===== config.mk =====
export PLATFORM = sky130hd
export DESIGN_NAME = chain_capture_ctrl
export DESIGN_NICKNAME = d
export VERILOG_FILES = /design/src/rtl/chain_capture_ctrl.sv
export SDC_FILE = /design/constraint.sdc
export NUM_CORES = 1
export LEC_CHECK = 0
export CAP_MARGIN = 20
export CORE_AREA = 2 2 44 46
export DETAILED_ROUTE_END_ITERATION = 8
export DIE_AREA = 0 0 46 48
export GPL_ROUTABILITY_DRIVEN = 0
export GPL_TIMING_DRIVEN = 0
export PLACE_DENSITY_LB_ADDON = 0.12
export SETUP_SLACK_MARGIN = 0.4
export SYNTH_ARGS = -nofsm -noshare
export SYNTH_HDL_FRONTEND = slang
export SYNTH_SLANG_ARGS = --single-unit
export TNS_END_PERCENT = 20

===== constraint.sdc =====
create_clock -name clk -period 1.5 [get_ports clk]
set_input_delay 0.45 -clock clk [delete_from_list [all_inputs] [get_ports clk]]
set_output_delay 0.45 -clock clk [all_outputs]
set_load 0.01 [all_outputs]

===== src/rtl/chain_capture_ctrl.sv =====
// -----------------------------------------------------------------------------
// chain_capture_ctrl
//
// Non-destructive capture of CHAINS_IN parallel scan chains, CHAIN_DEPTH bits
// each. A start request freezes the functional design and shifts every chain
// for exactly CHAIN_DEPTH cycles. Each chain's scan-out is fed straight back
// into its scan-in, so after the shift every chain holds its original contents.
// The shifted-out bits are collected MSB-first into one capture word per chain.
// The words are then drained to a downstream consumer over valid/ready,
// lowest chain index first.
//
// Ports
//   clk           single clock
//   rst           synchronous, active-high reset
//   start         capture request, only looked at while idle
//   busy          high while shifting or draining
//   chain_freeze  holds the functional design (same as scan_en)
//   scan_en       chain shift enable
//   cin           scan-out bit of each chain
//   scan_in       scan-in bit of each chain (cin recirculated)
//   out_valid     capture word available
//   out_ready     consumer accepts the word
//   out_data      captured word for chain out_idx
//   out_idx       chain index of out_data
//   done          one-cycle pulse after the last word is accepted
// -----------------------------------------------------------------------------
module chain_capture_ctrl #(
  parameter int CHAINS_IN   = 1,
  parameter int CHAIN_DEPTH = 8,
  parameter int IDX_W       = 1,
  parameter int CNT_W       = 4
) (
  input  logic                   clk,
  input  logic                   rst,
  input  logic                   start,
  output logic                   busy,
  output logic                   chain_freeze,
  output logic                   scan_en,
  input  logic [CHAINS_IN-1:0]   cin,
  output logic [CHAINS_IN-1:0]   scan_in,
  output logic                   out_valid,
  input  logic                   out_ready,
  output logic [CHAIN_DEPTH-1:0] out_data,
  output logic [IDX_W-1:0]       out_idx,
  output logic                   done
);

  // The capture array is sized to the full index space so that out_idx can
  // select from it directly. Slots at or above CHAINS_IN are never drained.
  localparam int NSLOT = 2 ** IDX_W;

  typedef enum logic [1:0] {
    ST_IDLE,
    ST_SHIFT,
    ST_DRAIN
  } state_e;

  state_e                 state_q, state_d;
  logic [CNT_W-1:0]       cnt_q, cnt_d;
  logic [IDX_W-1:0]       idx_q, idx_d;
  logic                   done_q, done_d;
  logic [CHAIN_DEPTH-1:0] cap_q [NSLOT];
  logic [NSLOT-1:0]       cin_pad;

  logic shift_last;
  logic xfer;
  logic xfer_last;

  // Pure recirculation: a full CHAIN_DEPTH shift leaves every chain restored.
  assign scan_in = cin;
  assign cin_pad = NSLOT'(cin);

  assign shift_last = (cnt_q == CNT_W'(CHAIN_DEPTH - 1));
  assign xfer       = (state_q == ST_DRAIN) && out_ready;
  assign xfer_last  = xfer && (idx_q == IDX_W'(CHAINS_IN - 1));

  // ---------------------------------------------------------------------------
  // State register
  // ---------------------------------------------------------------------------
  // NOTE: sequential state is updated with non-blocking assignments so that
  // every register samples the pre-edge values of the others.
  always_ff @(posedge clk) begin
    if (rst) begin
      state_q <= ST_IDLE;
      cnt_q   <= '0;
      idx_q   <= '0;
      done_q  <= 1'b0;
    end else begin
      state_q <= state_d;
      cnt_q   <= cnt_d;
      idx_q   <= idx_d;
      done_q  <= done_d;
    end
  end

  // ---------------------------------------------------------------------------
  // Next-state logic
  // ---------------------------------------------------------------------------
  // NOTE: every variable gets a default at the top of the block, so no path
  // through the case leaves one unassigned and no latch is inferred.
  always_comb begin
    state_d = state_q;
    cnt_d   = cnt_q;
    idx_d   = idx_q;
    done_d  = 1'b0;

    unique case (state_q)
      ST_IDLE: begin
        if (start) begin
          state_d = ST_SHIFT;
          cnt_d   = '0;
        end
      end

      ST_SHIFT: begin
        cnt_d = cnt_q + CNT_W'(1);
        // The edge that samples the last bit also leaves SHIFT, so scan_en
        // is high for exactly CHAIN_DEPTH cycles.
        if (shift_last) begin
          state_d = ST_DRAIN;
        end
      end

      ST_DRAIN: begin
        if (xfer_last) begin
          state_d = ST_IDLE;
          idx_d   = '0;
          done_d  = 1'b1;
        end else if (xfer) begin
          idx_d = idx_q + IDX_W'(1);
        end
      end

      default: begin
        state_d = ST_IDLE;
      end
    endcase
  end

  // ---------------------------------------------------------------------------
  // Outputs
  // ---------------------------------------------------------------------------
  always_comb begin
    busy         = (state_q != ST_IDLE);
    scan_en      = (state_q == ST_SHIFT);
    chain_freeze = (state_q == ST_SHIFT);
    out_valid    = (state_q == ST_DRAIN);
    out_idx      = idx_q;
    out_data     = cap_q[idx_q];
    done         = done_q;
  end

  // ---------------------------------------------------------------------------
  // Capture registers
  // ---------------------------------------------------------------------------
  // Each shift cycle appends the chain's scan-out at the LSB, so the first bit
  // out of the chain ends up in the MSB. Contents hold outside SHIFT.
  // NOTE: the capture array is deliberately cleared by reset so a capture
  // aborted by reset never leaks stale words; this is a small register file,
  // not a RAM, so a reset costs nothing in memory inference.
  always_ff @(posedge clk) begin
    if (rst) begin
      for (int i = 0; i < NSLOT; i++) begin
        cap_q[i] <= '0;
      end
    end else if (state_q == ST_SHIFT) begin
      for (int i = 0; i < NSLOT; i++) begin
        cap_q[i] <= {cap_q[i][CHAIN_DEPTH-2:0], cin_pad[i]};
      end
    end
  end

endmodule


==> impl_metrics.ini <==
[power]
finalPower_mw = 0.879
peakVddDrop_mv = 0.759
p_leak_nw = 0.438
power_density_nw_per_um2 = 851

[cells_and_area]
layout_common_cells = buf_6 (9), buf_2 (9), and2_1 (8), edfxtp_1 (8), nor2b_1 (7)
drive_gt1_frac = 0.447
nets = 101
area_growth_pct = 42.4
diodes = 0
final_cell_count_no_fill = 111

[routing]
drt_iter0_markers = 10
firstDrtPassIters = 3
wl_per_cell_um = 12.2
vias = 573
drcViolationCount = 0
totalWireLength_um = 1360
ant_nets = 0
vias_per_cell = 5.16

[sta]
worst_pin_slew_ps = 415
rsz0062_at_grt = true
post-route-period-util = 0.988
drv_slew = 0
skew_ps = 3.43
setup_viol = 0
hold_violations = 0
whs_ps = 445
slew_headroom = 0.723
max_clock_freq_ghz = 0.675
period_needed_ps = 1480

[clock_network]
numCtsBuffers = 3
cts_tree = yes
clock_path_buffers = 2
numClockSinks = 17
htreeDepth = 1
clock-root-buffer = clkbuf_4
clock_latency_ps = 280
clkTransAtPathRegs_ps = 100

[synthesis]
synth_fa_ha_area_frac = 0.0172
postSynthCellCount = 67
synth_cell_types = 26
synth-compound-area-share = 0.0638
synth_top_family_by_area = simple AND/OR/NAND/NOR gates
synth.avg_cell_area_sq_um = 10.8
synth-seq-area-share = 0.579
synthSimpleGateAreaFrac = 0.290
synthesis.area_sq_um = 726
synth-edff-count = 8
synth_xor_area_frac = 0
synth-seq-cells = 17
synth_warnings = 0
ys.flop_type = dfxtp_1
syn_nets = 73
synthArstFlopShare = 0
synth_mux_area_frac = 0.0138

[global_routing]
antenna_found_initial = 0
grt_max_degree = 11
grt_pass1_vias = 523
grt_pass1_wl_um = 2170
grt.total_usage = 0.136
grt_overflow_total = 0

[worst_setup_path]
crit_fanout = 4
start_kind = register
worstPathArrival_ps = 1030
end_kind = output pin
required_ps = 1050
criticalPathCategory = reg2out

[die]
chipWidth_um = 46
coreArea_sq_um = 1690
io_pins = 20
fp.dieH_um = 48
num_rows = 15
die_area_sq_um = 2210
start_util = 0.430

[outcome]
outcome = completed

[placed_design]
dp_cells = 102
dp_hpwl_um = 911
io_buffers = 18

[hold_path]
hold_class = in2reg

[run]
drv_cap = 0
==> cell families (layout without fill, tap and decap cells) <==
logic type,Yosys count,count (layout)
muxes,1,1
AOI/OAI and AO/OA,7,7
and+or+nand+nor,36,36
adders and majority gates,1,1
DFF,17,17
buffers and inverters,5,32
==> what timing repair did <==
item	in CTS	in global routing
resized for setup	55	31
setup buffers	5	0
hold buffers	0	0
endpoints found under the setup margin	29	36
pin swaps	0	2
==> worst max-delay path: stages, from the launching register on <==
cell	delay (ps)
dfxtp_4	370
nand2b_4	140
inv_4	40
buf_6	100
buf_6	110
==> layer usage <==
layer,part of all wire,up-vias,track usage
met3,0.053,2,0.0377
met2,0.46,14,0.222
met1,0.48,274,0.171
met5,0,-,0
li1,-,283,-
met4,0.0074,0,0.0514
==> per-stage QoR <==
step	cell area [sq um]	util	worst slack, ps	TNS [ps]
global route	1030	0.612	-45.8	-49.9
CTS	1030	0.610	3.25	0
global placement	960	0.568	-483	-933
floorplan	758	-	326	0
finish	1030	0.612	17.9	0
detailed placement	960	0.568	-486	-971
==> layout make-up <==
| type | count | area (sq um) |
|---|---|---|
| plain buffers | 3 | 27.5 |
| well taps | 17 | 21.3 |
| repair buffers | 23 | 181 |
| flip-flops and latches | 17 | 435 |
| multi-input cells | 45 | 332 |
| inverters | 2 | 10.0 |
| fillers | 154 | 656 |
| clock buffers | 4 | 26.3 |
==> synth_stat cells, types with 2 or more instances <==
| cell type | n | share of area |
|---|---|---|
| dfxtp_1 | 9 | 0.25 |
| nor3_1 | 2 | 0.014 |
| edfxtp_1 | 8 | 0.33 |
| nor2b_1 | 9 | 0.078 |
| buf_4 | 2 | 0.021 |
| nor2_1 | 3 | 0.016 |
| nand2_1 | 4 | 0.021 |
| and2_1 | 8 | 0.069 |
| nand2b_1 | 2 | 0.017 |
| nand3_1 | 2 | 0.014 |
| inv_1 | 2 | 0.010 |
| a21oi_1 | 2 | 0.014 |
==> registers in the layout, indices dropped and copies added (netlist names), named ones only <==
signal   flops
done         1
state_q      2
cap_q        8
out_idx      1
cnt_q        4
==> path summary, 6_finish.rpt <==
check,from,to,slack (ps),cells past startpoint
max,state_q[1],scan_en,20,4
min reg2reg,out_idx,done,440,1
min,cin,cap_q[0][0],440,2
max reg2reg,state_q[0],state_q[1],260,4
==> power by group <==
group          internal (mW)  leakage (nW)  switching [mW]  total (mW)
Combinational         0.0687         0.260          0.0558       0.124
Sequential             0.503         0.163          0.0140       0.517
Clock                  0.103        0.0150           0.135       0.238
Note: power is estimated with default switching activity, not from simulation.
